$ cat src/rtl/hs_reg_pipeline_rx_if.sv
// Valid/ready bus for hs_reg_pipeline_rx: producer side (dataIn*) and consumer side (dataOut*).
// The pipeline connects through the slave modport; the environment drives the master modport.
interface hs_reg_pipeline_rx_if #(
   parameter int unsigned DATA_WIDTH = 8
);
   logic [DATA_WIDTH-1:0] dataIn;
   logic                  dataIn_vld;
   logic                  dataIn_rd;
   logic [DATA_WIDTH-1:0] dataOut;
   logic                  dataOut_vld;
   logic                  dataOut_rd;

   modport master (
      output dataIn, dataIn_vld, dataOut_rd,
      input  dataIn_rd, dataOut, dataOut_vld
   );

   modport slave (
      input  dataIn, dataIn_vld, dataOut_rd,
      output dataIn_rd, dataOut, dataOut_vld
   );
endinterface

$ cat src/rtl/hs_reg_pipeline_rx.sv
// Registered valid/ready pipeline of DEPTH skid stages; both valid and ready are registered.
// Optional macro HS_REG_PIPELINE_OCCUPANCY_EN adds a registered word-count port.
module hs_reg_pipeline_rx #(
   parameter int unsigned DATA_WIDTH = 8,
   parameter int unsigned DEPTH      = 2
) (
   input  logic                           clk,
   input  logic                           rst_n,
`ifdef HS_REG_PIPELINE_OCCUPANCY_EN
   output logic [$clog2(2*DEPTH+1)-1:0]   occupancy,
`endif
   hs_reg_pipeline_rx_if.slave            bus
);

   typedef enum logic [1:0] {StEmpty, StOne, StTwo} stage_st_e;

   if (DEPTH < 1) begin : g_bad_depth
      $error("hs_reg_pipeline_rx: DEPTH must be at least 1");
   end

   // Per-stage outputs, indexed by stage; stage k output feeds stage k+1 input.
   logic                  st_vld  [DEPTH];
   logic [DATA_WIDTH-1:0] st_data [DEPTH];
   logic                  st_rd   [DEPTH];
`ifdef HS_REG_PIPELINE_OCCUPANCY_EN
   logic [1:0]            st_cnt_d [DEPTH];
`endif

   for (genvar k = 0; k < DEPTH; k++) begin : g_stage
      stage_st_e             st_q, st_d;
      logic [DATA_WIDTH-1:0] main_q, main_d;
      logic [DATA_WIDTH-1:0] skid_q, skid_d;
      logic                  rd_q;
      logic                  in_vld;
      logic [DATA_WIDTH-1:0] in_data;
      logic                  out_rd;
      logic                  in_xfer;
      logic                  out_xfer;

      if (k == 0) begin : g_head
         assign in_vld  = bus.dataIn_vld;
         assign in_data = bus.dataIn;
      end else begin : g_body
         assign in_vld  = st_vld[k-1];
         assign in_data = st_data[k-1];
      end

      if (k == DEPTH - 1) begin : g_tail
         assign out_rd = bus.dataOut_rd;
      end else begin : g_mid
         assign out_rd = st_rd[k+1];
      end

      // rd_q is low in TWO, so in_xfer never fires there and data is only sampled when valid.
      assign in_xfer  = in_vld & rd_q;
      assign out_xfer = (st_q != StEmpty) & out_rd;

      always_comb begin
         st_d   = st_q;
         main_d = main_q;
         skid_d = skid_q;
         unique case (st_q)
            StEmpty: begin
               if (in_xfer) begin
                  st_d   = StOne;
                  main_d = in_data;
               end
            end
            StOne: begin
               if (in_xfer && out_xfer) begin
                  main_d = in_data;
               end else if (in_xfer) begin
                  st_d   = StTwo;
                  skid_d = in_data;
               end else if (out_xfer) begin
                  st_d = StEmpty;
               end
            end
            StTwo: begin
               if (out_xfer) begin
                  st_d   = StOne;
                  main_d = skid_q;
               end
            end
            default: st_d = StEmpty;
         endcase
      end

      always_ff @(posedge clk or negedge rst_n) begin
         if (!rst_n) begin
            st_q   <= StEmpty;
            main_q <= '0;
            skid_q <= '0;
            rd_q   <= 1'b0;
         end else begin
            st_q   <= st_d;
            main_q <= main_d;
            skid_q <= skid_d;
            rd_q   <= (st_d != StTwo);
         end
      end

      assign st_vld[k]  = (st_q != StEmpty);
      assign st_data[k] = main_q;
      assign st_rd[k]   = rd_q;
`ifdef HS_REG_PIPELINE_OCCUPANCY_EN
      assign st_cnt_d[k] = (st_d == StTwo) ? 2'd2 : ((st_d == StOne) ? 2'd1 : 2'd0);
`endif
   end

   assign bus.dataIn_rd   = st_rd[0];
   assign bus.dataOut     = st_data[DEPTH-1];
   assign bus.dataOut_vld = st_vld[DEPTH-1];

`ifdef HS_REG_PIPELINE_OCCUPANCY_EN
   localparam int unsigned OccW = $clog2(2*DEPTH+1);

   logic [OccW-1:0] occ_d, occ_q;

   // Summed from next states so the count moves on the same edge as the stages.
   always_comb begin
      occ_d = '0;
      for (int k = 0; k < DEPTH; k++) begin
         occ_d = occ_d + OccW'(st_cnt_d[k]);
      end
   end

   always_ff @(posedge clk or negedge rst_n) begin
      if (!rst_n) begin
         occ_q <= '0;
      end else begin
         occ_q <= occ_d;
      end
   end

   assign occupancy = occ_q;
`endif

endmodule

$ cat src/flat_wrapper.sv
// flat-port wrapper written by rule: the top's interface ports become plain ports
module hs_reg_pipeline_rx_flat 
#(
   parameter int unsigned DATA_WIDTH = 8,
   parameter int unsigned DEPTH      = 2
)
  (clk, rst_n, bus_dataIn, bus_dataIn_vld, bus_dataOut_rd, bus_dataIn_rd, bus_dataOut, bus_dataOut_vld);
  hs_reg_pipeline_rx_if #(.DATA_WIDTH(DATA_WIDTH)) bus_i ();
  input  logic clk;
  input  logic rst_n;
  input wire logic [$bits(bus_i.dataIn)-1:0] bus_dataIn;
  input wire logic [$bits(bus_i.dataIn_vld)-1:0] bus_dataIn_vld;
  input wire logic [$bits(bus_i.dataOut_rd)-1:0] bus_dataOut_rd;
  output wire logic [$bits(bus_i.dataIn_rd)-1:0] bus_dataIn_rd;
  output wire logic [$bits(bus_i.dataOut)-1:0] bus_dataOut;
  output wire logic [$bits(bus_i.dataOut_vld)-1:0] bus_dataOut_vld;
  assign bus_i.dataIn = bus_dataIn;
  assign bus_i.dataIn_vld = bus_dataIn_vld;
  assign bus_i.dataOut_rd = bus_dataOut_rd;
  assign bus_dataIn_rd = bus_i.dataIn_rd;
  assign bus_dataOut = bus_i.dataOut;
  assign bus_dataOut_vld = bus_i.dataOut_vld;
  hs_reg_pipeline_rx #(.DATA_WIDTH(DATA_WIDTH), .DEPTH(DEPTH)) u_core (.clk(clk), .rst_n(rst_n), .bus(bus_i));
endmodule
$ cat config.mk
export PLATFORM = sky130hd
export DESIGN_NAME = hs_reg_pipeline_rx_flat
export DESIGN_NICKNAME = d
export VERILOG_FILES = /design/src/rtl/hs_reg_pipeline_rx_if.sv /design/src/rtl/hs_reg_pipeline_rx.sv /design/src/flat_wrapper.sv
export SDC_FILE = /design/constraint.sdc
export NUM_CORES = 1
export LEC_CHECK = 0
export ABC_AREA = 0
export CORE_MARGIN = 2
export CORE_UTILIZATION = 54
export CTS_CLUSTER_DIAMETER = 80
export CTS_CLUSTER_SIZE = 14
export DETAILED_ROUTE_END_ITERATION = 7
export HOLD_SLACK_MARGIN = 0.1
export PLACE_DENSITY = 0.74
export SYNTH_ARGS = -nofsm -noshare
export SYNTH_HDL_FRONTEND = slang
export SYNTH_SLANG_ARGS = --single-unit
export TNS_END_PERCENT = 50
$ cat constraint.sdc
create_clock -name clk -period 1.65 [get_ports clk]
set_input_delay 0.33 -clock clk [delete_from_list [all_inputs] [get_ports clk]]
set_output_delay 0.33 -clock clk [all_outputs]
set_load 0.05 [all_outputs]
**Word level (Yosys, flattened, before mapping)**

Cells that the tools add are included.

- Register bits after elaboration: 38
- Input bits: 12
- Word-level logic and storage cells: 57
- Output and inout bits: 10

- Bitwise operators: 5
- Equality and inequality tests: 12
- Multiplexer cells: 20
- Reduce and logical (&&, ||, !) cells: 12

Operators by type and width:

| kind | number |
|---|---|
| 2-to-1 mux 8 bit | 6 |
| one-hot mux 8 bit (3 select lines) | 2 |
| 2-to-1 mux 2 bit | 10 |
| != test 2 x 1 -> 1 bit, second input constant | 6 |
| one-hot mux 2 bit (3 select lines) | 2 |
| AND reduction 4 bit | 2 |
| AND reduction 3 bit | 2 |
| nonzero test 3 bit | 2 |
| == test 2 x 1 -> 1 bit, second input constant | 2 |
| == test 2 bit, second input constant | 2 |
| zero test 2 bit | 2 |
| != test 2 bit, second input constant | 2 |
| nonzero test 2 bit | 2 |
| bitwise AND 1 bit | 3 |
| logical AND 1 bit | 2 |
| inverter 1 bit | 2 |

**Depth between registers and ports, before layout**

- Depth after elaboration: 7
- Depth in mapped cells: 4
- Mapped depth without buffers: 3

**Worst setup path before layout**

OpenSTA, ideal clock, no wires.

- Path kind: flip-flop to flip-flop
- Start point: register u_core.g_stage[0].rd_q, in the netlist u_core.bus.dataIn_rd
- End point: register u_core.g_stage[0].skid_q[0]
- Setup slack: -0.168 ns
- Buffers on the path: 0
- Arrival time: 1.693 ns
- Library setup time: 0.125 ns
- Cell stages (with the launch flop): 4
- Required time: 1.525 ns
- Cell sequence: dfrtp_1 -> nand2_1 -> nor3b_2 -> mux2_2

- Longest elaborated chain between the ends: 4

RTL lines:

| item | RTL line | text |
|---|---|---|
| from (decl) | hs_reg_pipeline_rx.sv:33 | `logic rd_q;` |
| from (signal assigned) | hs_reg_pipeline_rx.sv:99 | `rd_q <= (st_d != StTwo);` |
| bitwise AND 1 bit * | hs_reg_pipeline_rx.sv:55 | `assign in_xfer = in_vld & rd_q;` |
| logical AND 1 bit | hs_reg_pipeline_rx.sv:70 | `if (in_xfer && out_xfer) begin` |
| inverter 1 bit (no line) | -- |  |
| AND reduction 3 bit (no line) * | -- |  |
| to (signal assigned) | hs_reg_pipeline_rx.sv:98 | `skid_q <= skid_d;` |
| to (decl) | hs_reg_pipeline_rx.sv:32 | `logic [DATA_WIDTH-1:0] skid_q, skid_d;` |

Mark *: on every way between the ends. The rest lies on a longest branch, timed or not.
A chain may end at the register's enable or synchronous reset.

**Final worst setup path**

- Start point: register u_core.g_stage[1].rd_q
- End point: register u_core.g_stage[1].skid_q[3]

- Longest elaborated chain between the ends: 4

RTL lines:

| item | RTL line |
|---|---|
| from (decl) | hs_reg_pipeline_rx.sv:33 |
| from (signal assigned) | hs_reg_pipeline_rx.sv:99 |
| bitwise AND 1 bit * | hs_reg_pipeline_rx.sv:55 |
| logical AND 1 bit | hs_reg_pipeline_rx.sv:70 |
| inverter 1 bit (no line) | -- |
| AND reduction 3 bit (no line) * | -- |
| to (signal assigned) | hs_reg_pipeline_rx.sv:98 |
| to (decl) | hs_reg_pipeline_rx.sv:32 |

Marked as above.

==> flow_summary.toml <==
[cells_and_area]
nNetsFinal = 164
utilization_pct = 70.5
drive_gt1_share_pct = 56.2
fill_cells = 231
mostFrequentLayoutCells = "mux2_2, dfrtp_1, buf_4"
syn_to_final_growth_pct = 23.4
antennaDiodeCount = 0
final_common_cell = "mux2_2"
instances_no_fill = 197

[cts]
clk_latency_ns = 0.33
holdBufCountCts = 0
cts_tree = "yes"
clock_path_buffers = 2
cts-buffers-inserted = 5
clockRootBuffer = "clkbuf_4"
clock_sinks = 38
cts.clk_slew.worst_paths_ns = 0.11
h-tree-depth = 2

[routing]
drtIter0Drc = 22
viasPerCell = 5.22
final_antenna_net_count = 0
drt_pass1_iterations = 4
wl_um = 2800
routedWlPerCell_um = 14.2
vias = 1029
drcViolationCount = 0

[critical_path]
arrival_ns = 1.82
path_max_fanout = 8
path_cells = "o21ai_2 > or3_1 > buf_4 > mux2_4"
crit_type = "reg -> reg"
startpoint_type = "flip-flop"
cp_num_buf_inv = 1
path_delay_family = "flip-flops"
cp-end-kind = "flip-flop"
crit_required_ns = 1.88
cpPeakStageDelay_ns = 0.47
cp_slowest_cell = "dfrtp_1"

[floorplanning]
die-area_um2 = 3700
ios = 22
initial_core_util_pct = 57.1
dieHeight_um = 60.8
core_um2 = 3050
die_w_um = 60.8
std_cell_rows = 20

[power]
p_total_mw = 4.35
powerDensity_nw_per_um2 = 2020
ir_worst_vdd_mv = 1.21
leakagePower_nw = 0.957

[yosys]
yosys_warnings = 0
avgSynthCellArea_um2 = 15.2
synth_nets = 127
synth_cell_types = 22
syn_area_um2 = 1740
synthCells = 115
ys_seq_area_share_pct = 54.6
postSynthRegisterBits = 38

[grt]
grt_usage_pct = 18.4
grt_pass1_vias = 1056
grt_pass1_wl_um = 4800
antenna_found_initial = 0
grt_overflow = 0
grt_max_degree = 39

[timing]
rsz0062_at_grt = "no"
setup_violations = 0
fin_worst_skew_ns = 0.00903
finalCriticalPeriod_ns = 1.59
fin_hold_ws_ns = 0.356
fmax_mhz = 630
finalWorstSetupSlack_ns = 0.0633
max-slew-margin-rel_pct = 80.4
worstMarginPinSlew_ns = 0.293
maxSlewViolCount = 0
hold_viol_final = 0
finalCritPeriodShare_pct = 96.2

[place]
detailedPlace.worstSlack_ns = -0.189
dp_cells = 188
dp_hpwl_um = 2050
gp_congestion = 0.716
io_buffers = 21

[run]
cap_violations = 0

[min_path]
min_path_type = "in -> async"

[run_status]
run_status = "completed"
## repair_timing
| action | in CTS | in global routing |
|---|---|---|
| endpoints found under the hold margin | 0 | 0 |
| setup endpoints to repair | 1 | 8 |
| buffers inserted | 1 | 0 |
| resized for setup | 1 | 1 |
| pin swaps | 0 | 0 |
## Yosys cell counts, drive strengths merged
master | n | area [um2]
nand2 | 1 | 3.75
clkbuf | 2 | 7.51
mux2 | 48 | 571
o211ai | 1 | 12.5
or2 | 2 | 12.5
nand4b | 2 | 17.5
o31ai | 1 | 21.3
nand2b | 4 | 25.0
o221ai | 1 | 8.76
buf | 1 | 11.3
xor2 | 1 | 8.76
nor3b | 1 | 12.5
dfrtp | 38 | 951
nand3b | 2 | 15.0
inv | 1 | 3.75
mux2i | 1 | 10.0
o21ai | 3 | 18.8
or3 | 1 | 6.26
nor2b | 3 | 18.8
a21o | 1 | 7.51
## final cells by class
type | instances | area [um2] | area share, %
well taps | 44 | 55.1 | 2.56
clock buffers | 7 | 55.1 | 2.56
multi-input cells | 73 | 778 | 36.2
flip-flops and latches | 38 | 953 | 44.3
clock inverters | 1 | 5.00 | 0.233
repair buffers | 33 | 300 | 14.0
inverters | 1 | 3.75 | 0.175
## kinds of logic (layout without fill, tap and decap cells)
family                 after synthesis  count (layout)  synth area share [%]
flip-flops                          38              38                  54.6
AO/OA/AOI/OAI                        7               7                  3.95
buffers and inverters                4              42                  1.29
XOR/XNOR                             1               1                 0.503
multiplexers                        49              49                  33.3
AND/OR/NAND/NOR                     16              16                  6.39
## through the flow
| step | TNS (ns) | cell area (um2) |
|---|---|---|
| after floorplan | 0 | 1750 |
| after global placement | -4.25 | 2080 |
| after detailed placement | -5.32 | 2080 |
| after CTS | 0 | 2150 |
| after global routing | 0 | 2150 |
| final | 0 | 2150 |
## registers in the layout, indices dropped and copies added (netlist names)
signal,count
u_core.g_stage.out_rd,1
u_core.g_stage.skid_q,16
u_core.bus.dataIn_rd,1
u_core.g_stage.st_q,4
u_core.bus.dataOut,8
u_core.g_stage.main_q,8
## final timing paths
path,depth (start not counted),end,slack (ns),startpoint
max in group asynchronous,2,u_core.g_stage[1].st_q[1],1.10,rst_n
hold / removal,2,u_core.g_stage[0].skid_q[7],0.36,rst_n
setup reg to reg,4,u_core.g_stage[1].skid_q[3],0.06,u_core.g_stage[0].out_rd
min in group clk,1,u_core.g_stage[0].skid_q[6],0.51,u_core.g_stage[0].skid_q[6]
setup / recovery,4,u_core.g_stage[1].skid_q[3],0.06,u_core.g_stage[0].out_rd
hold reg to reg,1,u_core.g_stage[0].skid_q[6],0.51,u_core.g_stage[0].skid_q[6]
## metal layers
layer | vias to the layer above | global-route usage, % | share of wire (%)
met5 | - | 0 | 0
met4 | 0 | 7.45 | 1.5
met3 | 7 | 6.40 | 3.4
met2 | 11 | 30.4 | 52
met1 | 520 | 22.1 | 43
li1 | 491 | - | -
## report_power, final
| part | leakage (nW) | internal, mW | switching, mW |
|---|---|---|---|
| Clock | 0.0353 | 0.207 | 0.286 |
| Sequential | 0.448 | 1.40 | 0.290 |
| Combinational | 0.474 | 1.18 | 0.989 |
| Total | 0.957 | 2.78 | 1.56 |
(Power assumes the default switching activity.)
